--- src/rtl/arb_mux_nb_if.sv ---
// Handshake bundle between CH producers, the arbitrating mux and one consumer.
// master = the mux itself, slave = the surrounding producers/consumer.
interface arb_mux_nb_if #(
    parameter int n  = 8,
    parameter int CH = 4
);
    localparam int SELW = (CH > 1) ? $clog2(CH) : 1;

    logic [CH*n-1:0] D_IN;
    logic [CH-1:0]   VALID_IN;
    logic [CH-1:0]   READY_OUT;
    logic [1:0]      MODE;
    logic [3:0]      SEL;
    logic [n-1:0]    D_OUT;
    logic [SELW-1:0] SEL_OUT;
    logic            VALID_OUT;
    logic            READY_IN;

    modport master (
        input  D_IN, VALID_IN, MODE, SEL, READY_IN,
        output READY_OUT, D_OUT, SEL_OUT, VALID_OUT
    );

    modport slave (
        output D_IN, VALID_IN, MODE, SEL, READY_IN,
        input  READY_OUT, D_OUT, SEL_OUT, VALID_OUT
    );
endinterface

--- src/rtl/arb_mux_nb.sv ---
// Registered CH-to-1 mux with valid/ready handshake and fixed-priority,
// round-robin or forced-select arbitration into a single output slot.
module arb_mux_nb #(
    parameter int n  = 8,
    parameter int CH = 4
) (
    input  logic         CLK,
    input  logic         RST_N,
    arb_mux_nb_if.master bus
);
    localparam int SELW = (CH > 1) ? $clog2(CH) : 1;

    typedef enum logic {EMPTY = 1'b0, FULL = 1'b1} state_t;

    state_t          r_state;
    logic [n-1:0]    r_dout;
    logic [SELW-1:0] r_sel;
    logic [SELW-1:0] r_ptr;

    logic            w_found;
    logic [SELW-1:0] w_win;
    logic [SELW-1:0] w_ptr_nxt;
    logic [n-1:0]    w_data;
    logic            w_can_load;
    logic            w_accept;
    logic [CH-1:0]   w_ready;
    int              w_idx;

    // Winner search; the round-robin walk starts at r_ptr and wraps at CH.
    always_comb begin
        w_found = 1'b0;
        w_win   = '0;
        w_idx   = 0;
        case (bus.MODE)
            2'd1: begin
                for (int k = 0; k < CH; k++) begin
                    w_idx = int'(r_ptr) + k;
                    if (w_idx >= CH) w_idx = w_idx - CH;
                    if (!w_found && bus.VALID_IN[w_idx]) begin
                        w_found = 1'b1;
                        w_win   = SELW'(w_idx);
                    end
                end
            end
            2'd2: begin
                // SEL outside 0..CH-1 never matches, leaving the eligible set empty.
                for (int i = 0; i < CH; i++) begin
                    if (bus.SEL == 4'(i) && bus.VALID_IN[i]) begin
                        w_found = 1'b1;
                        w_win   = SELW'(i);
                    end
                end
            end
            default: begin
                for (int i = CH - 1; i >= 0; i--) begin
                    if (bus.VALID_IN[i]) begin
                        w_found = 1'b1;
                        w_win   = SELW'(i);
                    end
                end
            end
        endcase
    end

    always_comb begin
        w_data = '0;
        for (int i = 0; i < CH; i++) begin
            if (w_win == SELW'(i)) w_data = bus.D_IN[i*n +: n];
        end
    end

    assign w_ptr_nxt  = (int'(w_win) == CH - 1) ? '0 : w_win + 1'b1;
    assign w_can_load = (r_state == EMPTY) || bus.READY_IN;
    // Gated by RST_N so no producer sees an accept while reset is held.
    assign w_accept   = RST_N && w_found && w_can_load;

    always_comb begin
        w_ready = '0;
        for (int i = 0; i < CH; i++) begin
            w_ready[i] = w_accept && (w_win == SELW'(i));
        end
    end

    always_ff @(posedge CLK or negedge RST_N) begin
        if (!RST_N) begin
            r_state <= EMPTY;
            r_dout  <= '0;
            r_sel   <= '0;
            r_ptr   <= '0;
        end else begin
            case (r_state)
                EMPTY: begin
                    if (w_accept) begin
                        r_state <= FULL;
                        r_dout  <= w_data;
                        r_sel   <= w_win;
                        if (bus.MODE == 2'd1) r_ptr <= w_ptr_nxt;
                    end
                end
                FULL: begin
                    // Accept and drain share the edge, so a new word replaces the old one.
                    if (w_accept) begin
                        r_dout <= w_data;
                        r_sel  <= w_win;
                        if (bus.MODE == 2'd1) r_ptr <= w_ptr_nxt;
                    end else if (bus.READY_IN) begin
                        r_state <= EMPTY;
                    end
                end
                default: r_state <= EMPTY;
            endcase
        end
    end

    assign bus.READY_OUT = w_ready;
    assign bus.D_OUT     = r_dout;
    assign bus.SEL_OUT   = r_sel;
    assign bus.VALID_OUT = (r_state == FULL);
endmodule

--- src/flat_wrapper.sv ---
// flat-port wrapper written by rule: the top's interface ports become plain ports
module arb_mux_nb_flat 
#(
    parameter int n  = 8,
    parameter int CH = 4
)
  (CLK, RST_N, bus_D_IN, bus_VALID_IN, bus_MODE, bus_SEL, bus_READY_IN, bus_READY_OUT, bus_D_OUT, bus_SEL_OUT, bus_VALID_OUT);
  arb_mux_nb_if #(.n(n), .CH(CH)) bus_i ();
  input  logic CLK;
  input  logic RST_N;
  input wire logic [$bits(bus_i.D_IN)-1:0] bus_D_IN;
  input wire logic [$bits(bus_i.VALID_IN)-1:0] bus_VALID_IN;
  input wire logic [$bits(bus_i.MODE)-1:0] bus_MODE;
  input wire logic [$bits(bus_i.SEL)-1:0] bus_SEL;
  input wire logic [$bits(bus_i.READY_IN)-1:0] bus_READY_IN;
  output wire logic [$bits(bus_i.READY_OUT)-1:0] bus_READY_OUT;
  output wire logic [$bits(bus_i.D_OUT)-1:0] bus_D_OUT;
  output wire logic [$bits(bus_i.SEL_OUT)-1:0] bus_SEL_OUT;
  output wire logic [$bits(bus_i.VALID_OUT)-1:0] bus_VALID_OUT;
  assign bus_i.D_IN = bus_D_IN;
  assign bus_i.VALID_IN = bus_VALID_IN;
  assign bus_i.MODE = bus_MODE;
  assign bus_i.SEL = bus_SEL;
  assign bus_i.READY_IN = bus_READY_IN;
  assign bus_READY_OUT = bus_i.READY_OUT;
  assign bus_D_OUT = bus_i.D_OUT;
  assign bus_SEL_OUT = bus_i.SEL_OUT;
  assign bus_VALID_OUT = bus_i.VALID_OUT;
  arb_mux_nb #(.n(n), .CH(CH)) u_core (.CLK(CLK), .RST_N(RST_N), .bus(bus_i));
endmodule
--- config.mk ---
export PLATFORM = sky130hd
export DESIGN_NAME = arb_mux_nb_flat
export DESIGN_NICKNAME = d
export VERILOG_FILES = /design/src/rtl/arb_mux_nb_if.sv /design/src/rtl/arb_mux_nb.sv /design/src/flat_wrapper.sv
export SDC_FILE = /design/constraint.sdc
export NUM_CORES = 1
export LEC_CHECK = 0
export CAP_MARGIN = 40
export CORE_MARGIN = 5
export CORE_UTILIZATION = 36
export CTS_BUF_LIST = sky130_fd_sc_hd__clkbuf_8 sky130_fd_sc_hd__clkbuf_16
export DETAILED_ROUTE_END_ITERATION = 6
export HOLD_SLACK_MARGIN = 0.03
export PLACE_DENSITY = 0.77
export SETUP_SLACK_MARGIN = 0.3
export SLEW_MARGIN = 15
export SYNTH_ARGS = -nofsm -noshare
export SYNTH_HDL_FRONTEND = slang
export SYNTH_SLANG_ARGS = --single-unit
--- constraint.sdc ---
create_clock -name CLK -period 3.35 [get_ports CLK]
set_clock_uncertainty 0.05 [all_clocks]
set_input_delay 0.67 -clock CLK [delete_from_list [all_inputs] [get_ports CLK]]
set_output_delay 0.67 -clock CLK [all_outputs]
set_load 0.005 [all_outputs]
==> flow_summary.html, run 1 <==
<table>
<tr><th>Metric</th><th>Value</th></tr>
<tr><th colspan="2">GRT</th></tr>
<tr><td>First-pass GRT wire length</td><td>around 6300 µm</td></tr>
<tr><td>Number of global-route vias before repair</td><td>1379</td></tr>
<tr><td>Total overflow reported by the global router</td><td>0</td></tr>
<tr><td>Largest net degree at the start of global routing</td><td>17</td></tr>
<tr><td>Antenna violations before repair</td><td>0</td></tr>
<tr><td>Tot GR Track Use</td><td>18.5%</td></tr>
<tr><th colspan="2">Clock tree</th></tr>
<tr><td>TritonCTS clock tree</td><td>yes</td></tr>
<tr><td>Worst-path clk slew</td><td>50 ps</td></tr>
<tr><td>Maximum root-to-sink buffer count</td><td>2</td></tr>
<tr><td>CTS H-tree depth</td><td>1</td></tr>
<tr><td>Root Buffer</td><td>clkbuf_8</td></tr>
<tr><td>Post-CTS Hold Buffers</td><td>0</td></tr>
<tr><td>Insertion delay of the later-clocked pin in the worst-skew pair</td><td>240 ps</td></tr>
<tr><td>Count of clock tree sinks</td><td>13</td></tr>
<tr><td>TritonCTS buffer count</td><td>3</td></tr>
<tr><th colspan="2">Critical path</th></tr>
<tr><td>Count of cells along the worst register-to-register path</td><td>10</td></tr>
<tr><td>FF-to-FF setup slack</td><td>slightly below 700 ps</td></tr>
<tr><td>Worst Setup End Kind</td><td>output port</td></tr>
<tr><td>CP arrival</td><td>2280 ps</td></tr>
<tr><td>CP Data Required Time</td><td>2630 ps</td></tr>
<tr><td>Category of the worst setup path launch point</td><td>primary input</td></tr>
<tr><td>Critical Path Source</td><td>bus_VALID_IN[3]</td></tr>
<tr><td>Capturing point of the worst reg2reg path</td><td>u_core.bus.D_OUT[3]$_DFFE_PN0N_</td></tr>
<tr><td>CP Max Fanout</td><td>8</td></tr>
<tr><td>Startpoint of the lowest-slack register-to-register path</td><td>u_core.r_ptr[0]$_DFFE_PN0P_</td></tr>
<tr><td>Crit path kind</td><td>in2out</td></tr>
<tr><th colspan="2">Final layout</th></tr>
<tr><td>Final design utilization</td><td>69.4%</td></tr>
<tr><td>Most used cells in the layout excluding fill and tap cells</td><td>clkdlybuf4s50_1, buf_4, dfrtp_1, nand2_1</td></tr>
<tr><td>Diodes inserted</td><td>0</td></tr>
<tr><td>Most common cell after layout, fill and taps aside</td><td>clkdlybuf4s50_1</td></tr>
<tr><td>Area growth, synth to finish</td><td>84.8%</td></tr>
<tr><td>Fraction of layout cells with a size suffix above 1</td><td>35.3%</td></tr>
<tr><td>Final layout net count</td><td>256</td></tr>
<tr><th colspan="2">Route</th></tr>
<tr><td>Average wire per standard cell</td><td>~16 µm</td></tr>
<tr><td>Via/cell ratio</td><td>5.16</td></tr>
<tr><td>Number of search-and-repair iterations in the first detailed-routing pass</td><td>4</td></tr>
<tr><td>Routed Wire Length</td><td>3880 µm</td></tr>
<tr><td>Via count</td><td>1280</td></tr>
<tr><td>Number of nets with antenna violations after routing</td><td>0</td></tr>
<tr><td>Number of violations reported at the end of detailed-routing iteration 0</td><td>26</td></tr>
<tr><td>Post-route DRC</td><td>0</td></tr>
<tr><th colspan="2">Die</th></tr>
<tr><td>Placement row count</td><td>20</td></tr>
<tr><td>Die height</td><td>66.4 µm</td></tr>
<tr><td>Core area</td><td>3050 µm²</td></tr>
<tr><td>Horizontal extent of the die</td><td>66.4 µm</td></tr>
<tr><td>Floorplan die area</td><td>4410 µm²</td></tr>
<tr><td>Ports placed on the boundary</td><td>60</td></tr>
<tr><td>Initial Util</td><td>37.5%</td></tr>
<tr><th colspan="2">STA</th></tr>
<tr><td>Final critical-path required period</td><td>3000 ps</td></tr>
<tr><td>Total negative slack</td><td>0 ps</td></tr>
<tr><td>Final slew viol count</td><td>0</td></tr>
<tr><td>Final period util</td><td>89.4%</td></tr>
<tr><td>Slew at the pin closest to its max-slew limit</td><td>between 300 and 400 ps</td></tr>
<tr><td>Setup repair after global routing missed its margin</td><td>true</td></tr>
<tr><td>Highest clock rate</td><td>0.334 GHz</td></tr>
<tr><td>Number of setup violations in the final report</td><td>0</td></tr>
<tr><td>Final setup slack of the worst path</td><td>354 ps</td></tr>
<tr><td>Endpoints failing hold</td><td>0</td></tr>
<tr><td>Headroom to the max-slew limit</td><td>between 70% and 80%</td></tr>
<tr><th colspan="2">Logic synthesis</th></tr>
<tr><td>Proportion of register bits with asynchronous set or reset after synthesis</td><td>100%</td></tr>
<tr><td>Count of distinct cell types in the synthesized netlist</td><td>38</td></tr>
<tr><td>Warning count from the yosys run</td><td>0</td></tr>
<tr><td>Post-synth EDFFs</td><td>0</td></tr>
<tr><td>Yosys top cell area share</td><td>between 20% and 30%</td></tr>
<tr><td>Leading register cell type out of synthesis</td><td>dfrtp_1</td></tr>
<tr><td>Leading post-synthesis cells by cell area</td><td>dfrtp_1, mux2_4, ha_1</td></tr>
<tr><td>Library cell with the largest summed area after synthesis</td><td>dfrtp_1</td></tr>
<tr><td>Number of flip-flops and latches in the synthesized netlist</td><td>13</td></tr>
<tr><td>Number of cells produced by synthesis</td><td>about 120</td></tr>
<tr><td>Number of nets in the synthesized netlist</td><td>170</td></tr>
<tr><td>Cell Area, Synth</td><td>1150 µm²</td></tr>
<tr><td>Per-instance average area after synthesis</td><td>9.63 µm²</td></tr>
<tr><td>Sequential fraction of the synthesis area</td><td>28.4%</td></tr>
<tr><th colspan="2">Power</th></tr>
<tr><td>Max VDD drop</td><td>185 µV</td></tr>
<tr><td>PwrDens</td><td>385 nW/µm²</td></tr>
<tr><td>Total power</td><td>815 µW</td></tr>
<tr><td>Leakage component of the power</td><td>0.890 nW</td></tr>
<tr><th colspan="2">Hold path</th></tr>
<tr><td>Launch instance of the worst min-delay path</td><td>u_core.bus.D_OUT[2]$_DFFE_PN0N_</td></tr>
<tr><td>Path class of the lowest-slack min-delay path</td><td>reg2reg</td></tr>
<tr><td>Worst Hold Depth</td><td>1</td></tr>
<tr><td>Worst Hold Endpoint</td><td>u_core.bus.D_OUT[2]$_DFFE_PN0N_</td></tr>
<tr><th colspan="2">Status</th></tr>
<tr><td>Run status</td><td>finished clean</td></tr>
<tr><th colspan="2">Flow run</th></tr>
<tr><td>Number of maximum-capacitance violations</td><td>0</td></tr>
<tr><th colspan="2">Place</th></tr>
<tr><td>DP Wirelength</td><td>3060 µm</td></tr>
<tr><td>Port Buf Inserts</td><td>59</td></tr>
<tr><td>Global placer's final weighted congestion</td><td>0.861</td></tr>
<tr><td>Post-Place Setup Slack</td><td>-543 ps</td></tr>
</table>
==> report_power, final <==
group          leakage, nW  total [mW]  internal [mW]  switching, mW
clock               0.0269       0.132         0.0806         0.0513
combinational        0.702       0.433          0.273          0.160
sequential           0.160       0.250          0.211         0.0389
total                0.890       0.815          0.565          0.250
==> worst max path at each step <==
stage	slack [ps]	cells past startpoint	to
after floorplan	320	9	bus_READY_OUT[3]
after global placement	-440	9	bus_READY_OUT[1]
after detailed placement	-540	9	bus_READY_OUT[1]
after CTS	300	9	bus_READY_OUT[0]
after global routing	300	10	bus_READY_OUT[0]
final	350	8	bus_READY_OUT[2]
==> cells in the mapped netlist, types with 4 or more instances <==
master     n
dfrtp_1   13
nand2_1   12
nor2b_1   10
o31ai_1   10
a221oi_1   7
ha_1       6
mux2_4     6
inv_1      5
and2_1     4
clkbuf_1   4
mux2_1     4
==> per-layer routing <==
layer	vias up	wire length [µm]	global-route usage [%]
met5	-	0	0
met4	0	97	7.61
met3	10	406	5.95
met2	61	1850	33.1
met1	592	1530	19.7
li1	617	-	-
==> layout make-up <==
cell class	count	area, µm²
well taps	44	55.1
repair buffers	86	776
inverters	5	21.3
flip-flops and latches	13	325
fillers	253	935
clock inverters	1	3.75
multi-input cells	96	896
clock buffers	3	41.3
==> flip-flops by register name (all words and copies together) (netlist names) <==
signal                cells
u_core.bus.D_OUT          8
u_core.bus.SEL_OUT        2
u_core.r_ptr              2
u_core.bus.VALID_OUT      1
==> through the flow <==
step                hold slack, ps  instance area, µm²  cells
global route                   453                2120    248
detailed placement             425                1920    237
global placement               418                1920    237
CTS                            437                2080    248
floorplan                      324                1160    119
finish                         432                2120    248
==> cells by family after synthesis <==
logic type | synth area share [%]
DFF | 28.4
and+or+nand+nor | 22.7
AOI/OAI and AO/OA | 22.7
buffers and inverters | 3.93
adders and majority gates | 6.55
muxes | 15.7
==> critical path: stages <==
cell             delay (ps)
clkdlybuf4s15_2         240
or2_2                   350
a32oi_4                 240
o31ai_4                 130
buf_4                   160
ha_4                    150
and2_1                  120
clkdlybuf4s15_2         210
==> timing repair <==
item                                    CTS  global route
resized for setup                        52            17
pin swaps                                 9             5
buffers inserted                          7             0
endpoints found under the setup margin   12            12
(Power assumes the default switching activity.)
==> run 2: changes to the inputs <==
--- a/config.mk
+++ b/config.mk
@@ -6,7 +6,8 @@
 export NUM_CORES = 1
 export LEC_CHECK = 0
 export CAP_MARGIN = 40
-export CORE_MARGIN = 5
+export CORE_ASPECT_RATIO = 0.5
+export CORE_MARGIN = 2
 export CORE_UTILIZATION = 36
 export CTS_BUF_LIST = sky130_fd_sc_hd__clkbuf_8 sky130_fd_sc_hd__clkbuf_16
 export DETAILED_ROUTE_END_ITERATION = 6
==> flow_summary.html, run 2 (synthesis gave the netlist of run 1 again) <==
<table>
<tr><th>Metric</th><th>Value</th></tr>
<tr><th colspan="2">Final layout</th></tr>
<tr><td>Filler cell count</td><td>225</td></tr>
<tr><td>Most common cell after layout, fill and taps aside</td><td>clkdlybuf4s50_1</td></tr>
<tr><td>Most used cells in the layout excluding fill and tap cells</td><td>clkdlybuf4s50_1, buf_4, dfrtp_1, nand2_1, nor2b_1</td></tr>
<tr><td>Area taken by flip-flops and latches</td><td>roughly 330 µm²</td></tr>
<tr><td>Diodes inserted</td><td>0</td></tr>
<tr><td>Fraction of layout cells with a size suffix above 1</td><td>36.1%</td></tr>
<tr><td>Area of the multi-input gates</td><td>925 µm²</td></tr>
<tr><td>Final layout net count</td><td>254</td></tr>
<tr><td>Area growth, synth to finish</td><td>85.6%</td></tr>
<tr><td>Number of flip-flops under the largest register name</td><td>8</td></tr>
<tr><th colspan="2">STA</th></tr>
<tr><td>Endpoints failing hold</td><td>0</td></tr>
<tr><td>Final slew viol count</td><td>0</td></tr>
<tr><td>Headroom to the max-slew limit</td><td>approximately three quarters</td></tr>
<tr><td>Slew at the pin closest to its max-slew limit</td><td>364 ps</td></tr>
<tr><td>Final period util</td><td>90.7%</td></tr>
<tr><td>Setup repair after global routing missed its margin</td><td>true</td></tr>
<tr><td>Final critical-path required period</td><td>approximately 3000 ps</td></tr>
<tr><td>Highest clock rate</td><td>0.329 GHz</td></tr>
<tr><td>Final setup slack of the worst path</td><td>313 ps</td></tr>
<tr><td>Hold slack final</td><td>435 ps</td></tr>
<tr><td>Number of setup violations in the final report</td><td>0</td></tr>
<tr><th colspan="2">Status</th></tr>
<tr><td>Run status</td><td>finished clean</td></tr>
<tr><th colspan="2">Critical path</th></tr>
<tr><td>Category of the worst setup path launch point</td><td>primary input</td></tr>
<tr><td>Count of cells along the worst register-to-register path</td><td>11</td></tr>
<tr><td>Startpoint of the lowest-slack register-to-register path</td><td>u_core.r_ptr[1]$_DFFE_PN0P_</td></tr>
<tr><td>FF-to-FF setup slack</td><td>around 640 ps</td></tr>
<tr><td>CP Data Required Time</td><td>2630 ps</td></tr>
<tr><td>Crit path kind</td><td>in2out</td></tr>
<tr><td>CP arrival</td><td>2320 ps</td></tr>
<tr><td>Capturing point of the worst reg2reg path</td><td>u_core.bus.D_OUT[0]$_DFFE_PN0N_</td></tr>
<tr><td>CP Max Fanout</td><td>7</td></tr>
<tr><td>Worst Setup End Kind</td><td>output port</td></tr>
<tr><th colspan="2">Clock tree</th></tr>
<tr><td>TritonCTS clock tree</td><td>yes</td></tr>
<tr><td>Count of clock tree sinks</td><td>13</td></tr>
<tr><td>Insertion delay of the later-clocked pin in the worst-skew pair</td><td>roughly 250 ps</td></tr>
<tr><td>CTS H-tree depth</td><td>1</td></tr>
<tr><td>TritonCTS buffer count</td><td>3</td></tr>
<tr><td>Maximum root-to-sink buffer count</td><td>2</td></tr>
<tr><td>Worst-path clk slew</td><td>60 ps</td></tr>
<tr><td>Root Buffer</td><td>clkbuf_8</td></tr>
<tr><th colspan="2">Die</th></tr>
<tr><td>Core area</td><td>3010 µm²</td></tr>
<tr><td>Die height</td><td>43.9 µm</td></tr>
<tr><td>Placement row count</td><td>14</td></tr>
<tr><td>Horizontal extent of the die</td><td>83.8 µm</td></tr>
<tr><td>Floorplan die area</td><td>3680 µm²</td></tr>
<tr><td>Ports placed on the boundary</td><td>60</td></tr>
<tr><td>Initial Util</td><td>38.0%</td></tr>
<tr><th colspan="2">Route</th></tr>
<tr><td>Post-route DRC</td><td>0</td></tr>
<tr><td>Via/cell ratio</td><td>5.26</td></tr>
<tr><td>Average wire per standard cell</td><td>15.3 µm</td></tr>
<tr><td>Number of search-and-repair iterations in the first detailed-routing pass</td><td>4</td></tr>
<tr><td>Number of nets with antenna violations after routing</td><td>0</td></tr>
<tr><td>Routed Wire Length</td><td>around 3700 µm</td></tr>
<tr><td>Number of violations reported at the end of detailed-routing iteration 0</td><td>26</td></tr>
<tr><td>Via count</td><td>1273</td></tr>
<tr><th colspan="2">GRT</th></tr>
<tr><td>Number of global-route vias before repair</td><td>between 1000 and 1500</td></tr>
<tr><td>Largest net degree at the start of global routing</td><td>17</td></tr>
<tr><td>Tot GR Track Use</td><td>between 20% and 30%</td></tr>
<tr><td>Total overflow reported by the global router</td><td>0</td></tr>
<tr><td>Antenna violations before repair</td><td>0</td></tr>
<tr><td>First-pass GRT wire length</td><td>6200 µm</td></tr>
<tr><th colspan="2">Hold path</th></tr>
<tr><td>Path class of the lowest-slack min-delay path</td><td>reg2reg</td></tr>
<tr><td>Worst Hold Endpoint</td><td>u_core.bus.SEL_OUT[1]$_DFFE_PN0N_</td></tr>
<tr><td>Worst Hold Depth</td><td>1</td></tr>
<tr><td>Launch instance of the worst min-delay path</td><td>u_core.bus.SEL_OUT[1]$_DFFE_PN0N_</td></tr>
<tr><th colspan="2">Place</th></tr>
<tr><td>Port Buf Inserts</td><td>59</td></tr>
<tr><td>Post-Place Setup Slack</td><td>-520 ps</td></tr>
<tr><td>DP Wirelength</td><td>roughly 2700 µm</td></tr>
<tr><td>Global placer's final weighted congestion</td><td>0.827</td></tr>
<tr><th colspan="2">Power</th></tr>
<tr><td>PwrDens</td><td>391 nW/µm²</td></tr>
<tr><td>Switch Pwr</td><td>approximately 260 µW</td></tr>
<tr><td>Leakage component of the power</td><td>0.877 nW</td></tr>
<tr><td>Total power</td><td>831 µW</td></tr>
<tr><td>Clock power frac</td><td>17.2%</td></tr>
<tr><td>Max VDD drop</td><td>217 µV</td></tr>
<tr><td>Combinational Power Share</td><td>a little over half</td></tr>
<tr><td>Share of total power consumed by net switching</td><td>31.4%</td></tr>
<tr><td>Internal power of the cells</td><td>570 µW</td></tr>
<tr><td>Reg power frac</td><td>30.4%</td></tr>
<tr><th colspan="2">Flow run</th></tr>
<tr><td>Number of maximum-capacitance violations</td><td>0</td></tr>
</table>
[run 2: repair_timing]
item                       in CTS  in global routing
hold buffers                    0                  0
gates resized for setup        52                 12
pin swaps                       9                  4
buffers inserted                2                  1
setup endpoints to repair      12                  9
[run 2: per-layer routing]
layer	GRT usage, %	routed length, µm	up-vias
met5	0	0	-
met3	4.76	146	11
met2	39.2	2020	32
li1	-	-	615
met4	9.35	97	0
met1	24.4	1450	615
[run 2: how the worst max path moves through the flow]
stage          slack, ps          endpoint            start  depth (start not counted)
2_1_floorplan        320  bus_READY_OUT[3]      bus_MODE[0]                          9
3_3_place_gp        -450  bus_READY_OUT[3]      bus_MODE[0]                          8
3_5_place_dp        -520  bus_READY_OUT[3]      bus_MODE[0]                          8
4_1_cts              300  bus_READY_OUT[3]      bus_MODE[0]                         10
5_1_grt              250  bus_READY_OUT[3]  bus_VALID_IN[0]                          8
6_report             310  bus_READY_OUT[3]  bus_VALID_IN[2]                          8
[run 2: area by class of cell]
class                   count  share of cell area, %
well taps                  40                   2.35
clock buffers               3                   1.94
inverters                   5                  0.882
flip-flops and latches     13                   15.3
clock inverters             1                  0.176
repair buffers             84                   35.9
multi-input cells          96                   43.5
[run 2: power groups by stage]
stage	clock network, mW	registers [mW]	logic [mW]
global placement	0	0.250	0.386
detailed placement	0	0.254	0.396
finish	0.143	0.252	0.436
floorplan	0	0.249	0.171
global route	0.154	0.261	0.472
CTS	0.145	0.253	0.417
[run 2: stage by stage]
stage	instance area (µm²)	utilization, %	setup TNS, ps	cells
after floorplan	1160	-	0	119
after global placement	1930	64.2	-4390	235
after detailed placement	1930	64.2	-5120	235
after CTS	2080	69.1	0	241
after global routing	2130	70.6	0	242
final	2130	70.6	0	242
[run 2: critical path: stages]
cell	delay [ps]
clkdlybuf4s15_2	230
or3_4	390
a31oi_4	190
o31a_1	240
nor2_4	60
ha_2	180
and2_1	140
clkdlybuf4s15_2	220
==> run 3: changes to the inputs <==
--- a/config.mk
+++ b/config.mk
@@ -10,6 +10,7 @@
 export CORE_MARGIN = 2
 export CORE_UTILIZATION = 36
 export CTS_BUF_LIST = sky130_fd_sc_hd__clkbuf_8 sky130_fd_sc_hd__clkbuf_16
+export CTS_CLUSTER_SIZE = 40
 export DETAILED_ROUTE_END_ITERATION = 6
 export HOLD_SLACK_MARGIN = 0.03
 export PLACE_DENSITY = 0.77
==> results of run 3 <==
No change in the layout: final DEF, timing and power equal those of run 2.
